===== config.mk =====
export PLATFORM = sky130hd
export DESIGN_NAME = uart_tx_arbiter
export DESIGN_NICKNAME = d
export VERILOG_FILES = /design/src/rtl/uart_tx_arbiter.sv
export SDC_FILE = /design/constraint.sdc
export NUM_CORES = 1
export LEC_CHECK = 0
export BUFFER_PORTS_ARGS = -buffer_cell sky130_fd_sc_hd__buf_2
export CELL_PAD_IN_SITES_DETAIL_PLACEMENT = 1
export CELL_PAD_IN_SITES_GLOBAL_PLACEMENT = 1
export CORE_UTILIZATION = 33
export DETAILED_ROUTE_END_ITERATION = 8
export PLACE_DENSITY_LB_ADDON = 0.3
export REMOVE_ABC_BUFFERS = 1
export SLEW_MARGIN = 30
export SYNTH_ARGS = -nofsm -noshare
export SYNTH_HDL_FRONTEND = slang
export SYNTH_SLANG_ARGS = --single-unit

===== constraint.sdc =====
create_clock -name aclk -period 2.1 [get_ports aclk]
set_input_delay 0.315 -clock aclk [delete_from_list [all_inputs] [get_ports aclk]]
set_output_delay 0.315 -clock aclk [all_outputs]
set_load 0.005 [all_outputs]

===== src/rtl/uart_tx_arbiter.sv =====
// Packet-level round-robin arbiter sharing one UART TX FIFO write port among
// NUM_REQ byte-stream requesters, with an optional requester-ID header byte.
module uart_tx_arbiter #(
  parameter int         NUM_REQ = 4,
  parameter bit         HDR_EN  = 1'b1,
  parameter logic [3:0] HDR_TAG = 4'hA,
  parameter int         MAX_PKT = 64
) (
  input  logic                 aclk,
  input  logic                 aresetn,
  input  logic [NUM_REQ-1:0]   req_valid,
  output logic [NUM_REQ-1:0]   req_ready,
  input  logic [NUM_REQ*8-1:0] req_data,
  input  logic [NUM_REQ-1:0]   req_last,
  input  logic [NUM_REQ-1:0]   req_en,
  output logic                 wrvalid,
  input  logic                 wrready,
  output logic [7:0]           wrdata,
  output logic [3:0]           grant_id,
  output logic                 busy,
  output logic                 err_len
);

  typedef enum logic [1:0] {IDLE, HDR, DATA} state_t;

  state_t             state, state_nxt;
  logic [3:0]         last_grant;
  logic [7:0]         count;
  logic [NUM_REQ-1:0] eligible;
  logic               found;
  logic [3:0]         pick_id;
  logic               sel_valid;
  logic               sel_last;
  logic [7:0]         sel_data;
  logic               xfer;

  // Round-robin search starting one past the last granted requester.
  // NOTE: every signal written here gets a default first, so no latch is inferred.
  always_comb begin
    eligible = req_valid & req_en;
    found    = 1'b0;
    pick_id  = '0;
    for (int k = 1; k <= NUM_REQ; k++) begin
      for (int i = 0; i < NUM_REQ; i++) begin
        if (!found && eligible[i] && (i == (int'(last_grant) + k) % NUM_REQ)) begin
          found   = 1'b1;
          pick_id = 4'(i);
        end
      end
    end
  end

  always_comb begin
    sel_valid = 1'b0;
    sel_last  = 1'b0;
    sel_data  = '0;
    for (int i = 0; i < NUM_REQ; i++) begin
      if (grant_id == 4'(i)) begin
        sel_valid = req_valid[i];
        sel_last  = req_last[i];
        sel_data  = req_data[8*i +: 8];
      end
    end
  end

  always_comb begin
    state_nxt = state;
    wrvalid   = 1'b0;
    wrdata    = '0;
    req_ready = '0;
    xfer      = 1'b0;
    case (state)
      IDLE: begin
        if (found) state_nxt = HDR_EN ? HDR : DATA;
      end
      HDR: begin
        wrvalid = 1'b1;
        wrdata  = {HDR_TAG, grant_id};
        if (wrready) state_nxt = DATA;
      end
      DATA: begin
        // Zero-latency pass-through of the granted requester.
        wrvalid = sel_valid;
        wrdata  = sel_data;
        for (int i = 0; i < NUM_REQ; i++) begin
          req_ready[i] = (grant_id == 4'(i)) && wrready;
        end
        xfer = sel_valid && wrready;
        if (xfer && sel_last) state_nxt = IDLE;
      end
      default: state_nxt = IDLE;
    endcase
  end

  // NOTE: sequential state uses <= so every register updates from pre-edge values.
  always_ff @(posedge aclk or negedge aresetn) begin
    if (!aresetn) state <= IDLE;
    else          state <= state_nxt;
  end

  always_ff @(posedge aclk or negedge aresetn) begin
    if (!aresetn) begin
      grant_id   <= '0;
      last_grant <= 4'(NUM_REQ - 1);
      count      <= '0;
      err_len    <= 1'b0;
    end else begin
      if (state == IDLE && found) begin
        grant_id <= pick_id;
        count    <= '0;
      end
      if (xfer) begin
        count <= (count == 8'hFF) ? count : count + 8'd1;
        // Packet already holds MAX_PKT bytes; flag it but keep forwarding.
        if ({1'b0, count} == 9'(MAX_PKT)) err_len <= 1'b1;
        if (sel_last) last_grant <= grant_id;
      end
    end
  end

  assign busy = (state != IDLE);

endmodule


-- After elaboration in Yosys (flattened, before gate mapping)
Cells that the tools add are included.
- equality and inequality tests: 23
- $mul: 0
- reduce and logical (&&, ||, !) cells: 69
- add/subtract/negate cells: 5
- shift-type cells: 0
- divide/modulo/power cells: 0
- bitwise operators: 5
- muxes and demuxes: 54
- order comparisons: 0
- operator list (kind ; count):
    32-bit logical NOT ; 4
    4-bit 2-to-1 mux ; 14
    8-bit 2-to-1 mux ; 7
    1-bit logical AND ; 38
    1-bit 2-to-1 mux ; 26
    3-bit == test (first input constant) ; 8
    8-bit one-hot mux with 2 select lines ; 1
    1-bit logical NOT ; 15
    2-bit by 3-bit == test with 1-bit output (first input constant) ; 4
    8-bit by 1-bit adder with 8-bit output (second input constant) ; 1
    4-bit by 2-bit == test with 1-bit output (second input constant) ; 2
    8-bit by 7-bit == test with 1-bit output (second input constant) ; 1
    8-bit == test (second input constant) ; 1
    2-bit 2-to-1 mux ; 4
    2-bit inequality test (second input constant) ; 4
    2-bit OR reduction ; 4
    2-bit one-hot mux with 3 select lines ; 1
    2-bit AND reduction ; 3
    2-bit by 1-bit adder with 2-bit output (second input constant) ; 2
    2-bit adder (second input constant) ; 2
    1-bit bitwise AND (first input constant) ; 4
    4-bit bitwise AND ; 1
    4-bit by 1-bit == test with 1-bit output (second input constant) ; 1
    4-bit logical NOT ; 1
    6 further kinds ; 7
- memories kept: 0
- RAM bits: 0
- flip-flop bits (word level): 17
- output and inout port bits: 19
- bits in read-only memories: 0
- latch bits: 0
- logic and storage cells: 161
- input bits: 47

-- Depth between registers and ports, before layout
- depth in word-level cells: 69
- depth in mapped cells: 8
- depth with buffers taken out: 6

-- Worst setup path after synthesis
OpenSTA, ideal clock, no wires.
- path type: register to output
- start point: reg grant_id[0]
- end point: out wrdata[5]
- path slack: 399 ps
- data arrival time: 1386 ps
- cell stages (with the launch flop): 6
- buffers on the path: 2
- data required time: 1785 ps
- path through: dfrtp_1 > buf_6 > buf_2 > mux4_2 > nand3_1 > nand2_1
- word-level cells in the longest chain between the ends: 6
- elaborated cells between the ends (all ways): 9
- classes of those cells: eq/ne (3); mux (5); reduce/logical (1)
- RTL lines (what ; RTL line ; RTL):
    from (decl) ; 19 ; output logic [3:0] grant_id,
    from (signal assigned) ; 109 ; grant_id <= pick_id;
    4-bit logical NOT ; 58 ; if (grant_id == 4'(i)) begin
    8-bit 2-to-1 mux (3 in series) ; 58 ;
    8-bit 2-to-1 mux (*) ; 58 ;
    8-bit one-hot mux with 2 select lines (*) ; 72 ; case (state)
    to (decl) ; 18 ; output logic [7:0] wrdata,
Mark *: on every way between the ends. The rest lies on a longest branch, timed or not.

-- Worst setup path in the final report
- start point: reg grant_id[0]
- end point: out wrdata[4]
The elaborated chain is that of the path after synthesis.

==> results.md <==
- The number of remaining DRC errors is 0.
- Static timing analysis puts the maximum clock frequency at around 500 MHz.
- The clock input transition at the sequential cells of the worst setup and hold paths is 0.06 ns.
- The simple-gate share of the synthesized area is between 10% and 20%.
- The sum of negative setup slack is 0 ns.
- The overall global routing resource usage is 20.2%.
- The share of cell area taken by muxes after synthesis is between 20% and 30%.
- The instance count of the mapped netlist is approximately 140.
- The total congestion overflow after global routing is 0.
- The highest fanout seen on the critical path is 10.
- The number of antenna diodes in the final layout is 0.
- Counting flops with a built-in enable in the synthesized netlist gives 0.
- The height of the die is 66.1 microns.
- Before CTS, the worst setup slack after placement is approximately 0.056 ns.
- STA classifies the critical path endpoint as an output pin.
- In the routed layout, each cell is associated on average with a via count of about 5.5.
- The count of nets left with antenna violations once routing finished came out at 0.
- The clock sink count is 15.
- The internal portion of total power is approximately 1.1 mW.
- Per report_power, the sequential group accounts for roughly 25% of the total.
- The clock arrives with just under 0.005 ns of skew.
- On the final layout, the worst hold slack is between 0.3 and 0.4 ns.
- Clock latency on the worst-skew pair, taken at its later pin, is approximately 0.25 ns.
- The number of global-route vias before repair is about 1,400.
- The layout overhead on the synthesized area is 36.1%.
- The switching power summed over all nets is 0.771 mW.
- The endpoint arrival time on the critical path is 1.72 ns.
- The setup slack after layout is between 0.06 and 0.07 ns.
- The sequential fraction of the synthesis area is 27.9%.
- Counting distinct cell types in the post-synthesis netlist gives 44.
- The initial core utilization is 35.6%.
- For this run, the post-layout net count is ~270.
- Counting cells, the worst reg-to-reg path comes to 7.
- The area inside the core boundary is between 3000 and 4000 sq um.
- The number of top-level pins is 66.
- The congestion estimate from routability-driven global placement came to between 0.8 and 0.9.
- The number of detailed-routing iterations run before antenna repair is 4.
- The worst path needs 2.04 ns of the cycle, external delays included.
- The largest net degree at the start of global routing is 16.
- Counting flops with an async set or reset pin after synthesis yields a share of 100%.
- The slew at the pin with the worst max-slew slack is ~0.54 ns.
- The worst reg2reg path endpoint is count[7].
- The kind of start point of the critical path is a flip-flop.
- The average cell area after synthesis is between 9 and 10 sq um.
- The critical path endpoint is wrdata[4].
- For this design the static power due to leakage is 0.923 nW.
- The combinational family with the most area after synthesis is multiplexers.
- The startpoint of the worst-slack reg-to-reg timing path is state[0].
- For this run, the leading register cell type out of synthesis is sky130_fd_sc_hd__dfrtp_1.
- The path category of the worst min-delay check is in -> reg.
- The floorplan has 22 rows.
- The design draws between 1.5 and 2 mW.
- Along the worst hold path, the cell count comes to 3.
- The die is 66.1 microns wide.
- In this run, CTS created clock tree buffers numbering 3.
- The mapped cell area is 1350 sq um.
- The part of the power in combinational logic is a little over three fifths.
- The filler cells instantiated in the layout total a little under 500.
- The share of total power dissipated in the clock network is 12.6%.
- Of the total synthesized cell area, the portion taken by full adders, half adders and majority gates is 4.62%.
- The die area is roughly 4400 sq um.
- The relative max-transition margin is approximately 64%.
- The total of warnings raised by yosys is 0.
- Net switching is between 40% and 50% of the power.
- The startpoint of the most critical setup path is grant_id[0].
- Setup repair after global routing could not meet its margin everywhere.
- The first global-routing pass estimated a little under 7000 microns of wire.
- The finished layout holds between 200 and 300 standard cells, fillers aside.
- Of the total synthesized cell area, the portion taken by XOR and XNOR cells is less than 1%.
- The violation count after the first detailed-route iteration is 35.
- The number of pins exceeding their max-slew limit in the final report is 0.
- The number of antenna violations at the first check in global routing came to 0.
- The CTS tree is built.
- The number of buffers on the longest clock path is 2.
- The critical path is of the reg -> out type.
- The number of port buffers is 63.
- The total via count in the routed design is between 1,000 and 1,500.
- The max-cap check violation count is 0.
- The flow ran to the end, and the final reports show no timing, DRC or antenna violations.
- The post-route netlist has between 40% and 50% of its cells at a drive strength greater than 1.
- Of the available clock period, the critical path in the final layout requires a little over nine tenths.
- In this run the power density over the cells is between 1000 and 1500 nW/um^2.
- The compound-gate portion of the synthesized area is between 10% and 20%.
- The tree is rooted in a sky130_fd_sc_hd__clkbuf_8.
- Measured on the finished design, the core utilization comes to approximately half.
- IR analysis of the VDD net gives a maximum drop of 0.000532 V.
- The detail-routed net length per standard cell is about 17 microns.
- The placed cell area is roughly 1700 sq um.
- The number of setup violations in the final report is 0.
- The placed cell count is around 250.
- The half-perimeter wire length after detailed placement is approximately 3500 microns.
- The number of register bits inferred by synthesis is 15.
- The overall routed net length is 4360 microns.
- CTS built an H-tree with a depth of 1.
- The required time at the endpoint of the critical path is ~1.8 ns.
- For flop-to-flop paths, the worst setup slack is 0.24 ns.
- The final cell area excluding filler cells is 1840 sq um.
- The hold violation total from the final report is 0.
placed cells by master, fill, tap and decap left out, types with 6 or more instances in the layout:
cell,instances
sky130_fd_sc_hd__and2_1,6
sky130_fd_sc_hd__buf_2,63
sky130_fd_sc_hd__buf_4,10
sky130_fd_sc_hd__dfrtp_1,12
sky130_fd_sc_hd__inv_1,7
sky130_fd_sc_hd__mux2i_1,7
sky130_fd_sc_hd__mux4_2,6
sky130_fd_sc_hd__nand2_1,13
sky130_fd_sc_hd__nand3_1,11
sky130_fd_sc_hd__nor2_1,7
sky130_fd_sc_hd__o21ai_0,8
registers in the layout (all words and copies together), names as in the netlist:
register and count:
last_grant 2, grant_id 2, count 8, state 2, err_len 1
metal layers:
metal  vias up  GRT usage [%]  routed length, microns
met4         0           6.38                      48
met1       709           23.9                    1830
li1        680              -                       -
met5         -              0                       0
met3         7           2.24                     250
met2        48           37.5                    2230
power by group through the flow:
| stage | Sequential (mW) | Clock (mW) | Combinational, mW |
|---|---|---|---|
| 2_1_floorplan | 0.492 | 0 | 0.614 |
| 3_3_place_gp | 0.474 | 0 | 0.988 |
| 3_5_place_dp | 0.483 | 0 | 1.03 |
| 4_1_cts | 0.481 | 0.248 | 1.04 |
| 5_1_grt | 0.482 | 0.257 | 1.29 |
| 6_report | 0.469 | 0.240 | 1.19 |
area by class of cell:
class | instances | area [sq um] | area share [%]
Timing Repair Buffer | 74 | 400 | 21.7
Sequential cell | 15 | 379 | 20.6
Inverter | 8 | 30.0 | 1.63
Multi-Input combinational cell | 113 | 928 | 50.4
Clock buffer | 4 | 45.0 | 2.44
Tap cell | 48 | 60.1 | 3.26
critical path: stages (launching register included):
cell and delay, ns:
sky130_fd_sc_hd__dfrtp_2 0.50, sky130_fd_sc_hd__buf_4 0.16, sky130_fd_sc_hd__mux4_1 0.55, sky130_fd_sc_hd__nor2b_1 0.15, sky130_fd_sc_hd__buf_2 0.12
cell usage after synthesis (all sizes together) (2+ instances only):
cell type	n	share of area, %
nand2	14	3.9
dfrtp	13	24
nand3	11	4.1
mux4	9	16
o21ai	9	3.3
inv	8	2.2
buf	7	3.6
mux2i	7	5.2
nor2	7	1.9
and2	6	2.8
a21oi	5	1.8
ha	5	4.6
nor2b	5	2.3
and3	4	1.8
a21o	2	1.1
a22o	2	1.3
a22oi	2	1.1
a311oi	2	1.3
dfstp	2	3.9
mux2	2	1.7
o2bb2ai	2	1.3
o311ai	2	1.3
cell families (layout without fill, tap and decap cells):
family                   Yosys count  after routing
other                              1              2
AO/OA/AOI/OAI                     35             35
AND/OR/NAND/NOR                   52             52
adder cells (fa/ha/maj)            5              5
buffers and inverters             16             86
multiplexers                      18             18
XOR/XNOR                           1              1
flip-flops                        15             15
worst min-delay path by stage:
stage	start	end
after CTS	wrready	state[1]
after global placement	aresetn	count[0]
after floorplan	aresetn	count[0]
final	wrready	state[1]
after global routing	wrready	state[1]
after detailed placement	aresetn	count[0]
timing repair:
| action | in CTS | in global routing |
|---|---|---|
| endpoints found under the setup margin | 9 | 6 |
| gates cloned | 0 | 0 |
| hold buffers | 1 | 0 |
| pin swaps | 0 | 0 |
| resized for setup | 2 | 6 |
| setup buffers | 0 | 5 |
| hold endpoints to repair | 13 | 0 |
(Power assumes the default switching activity.)
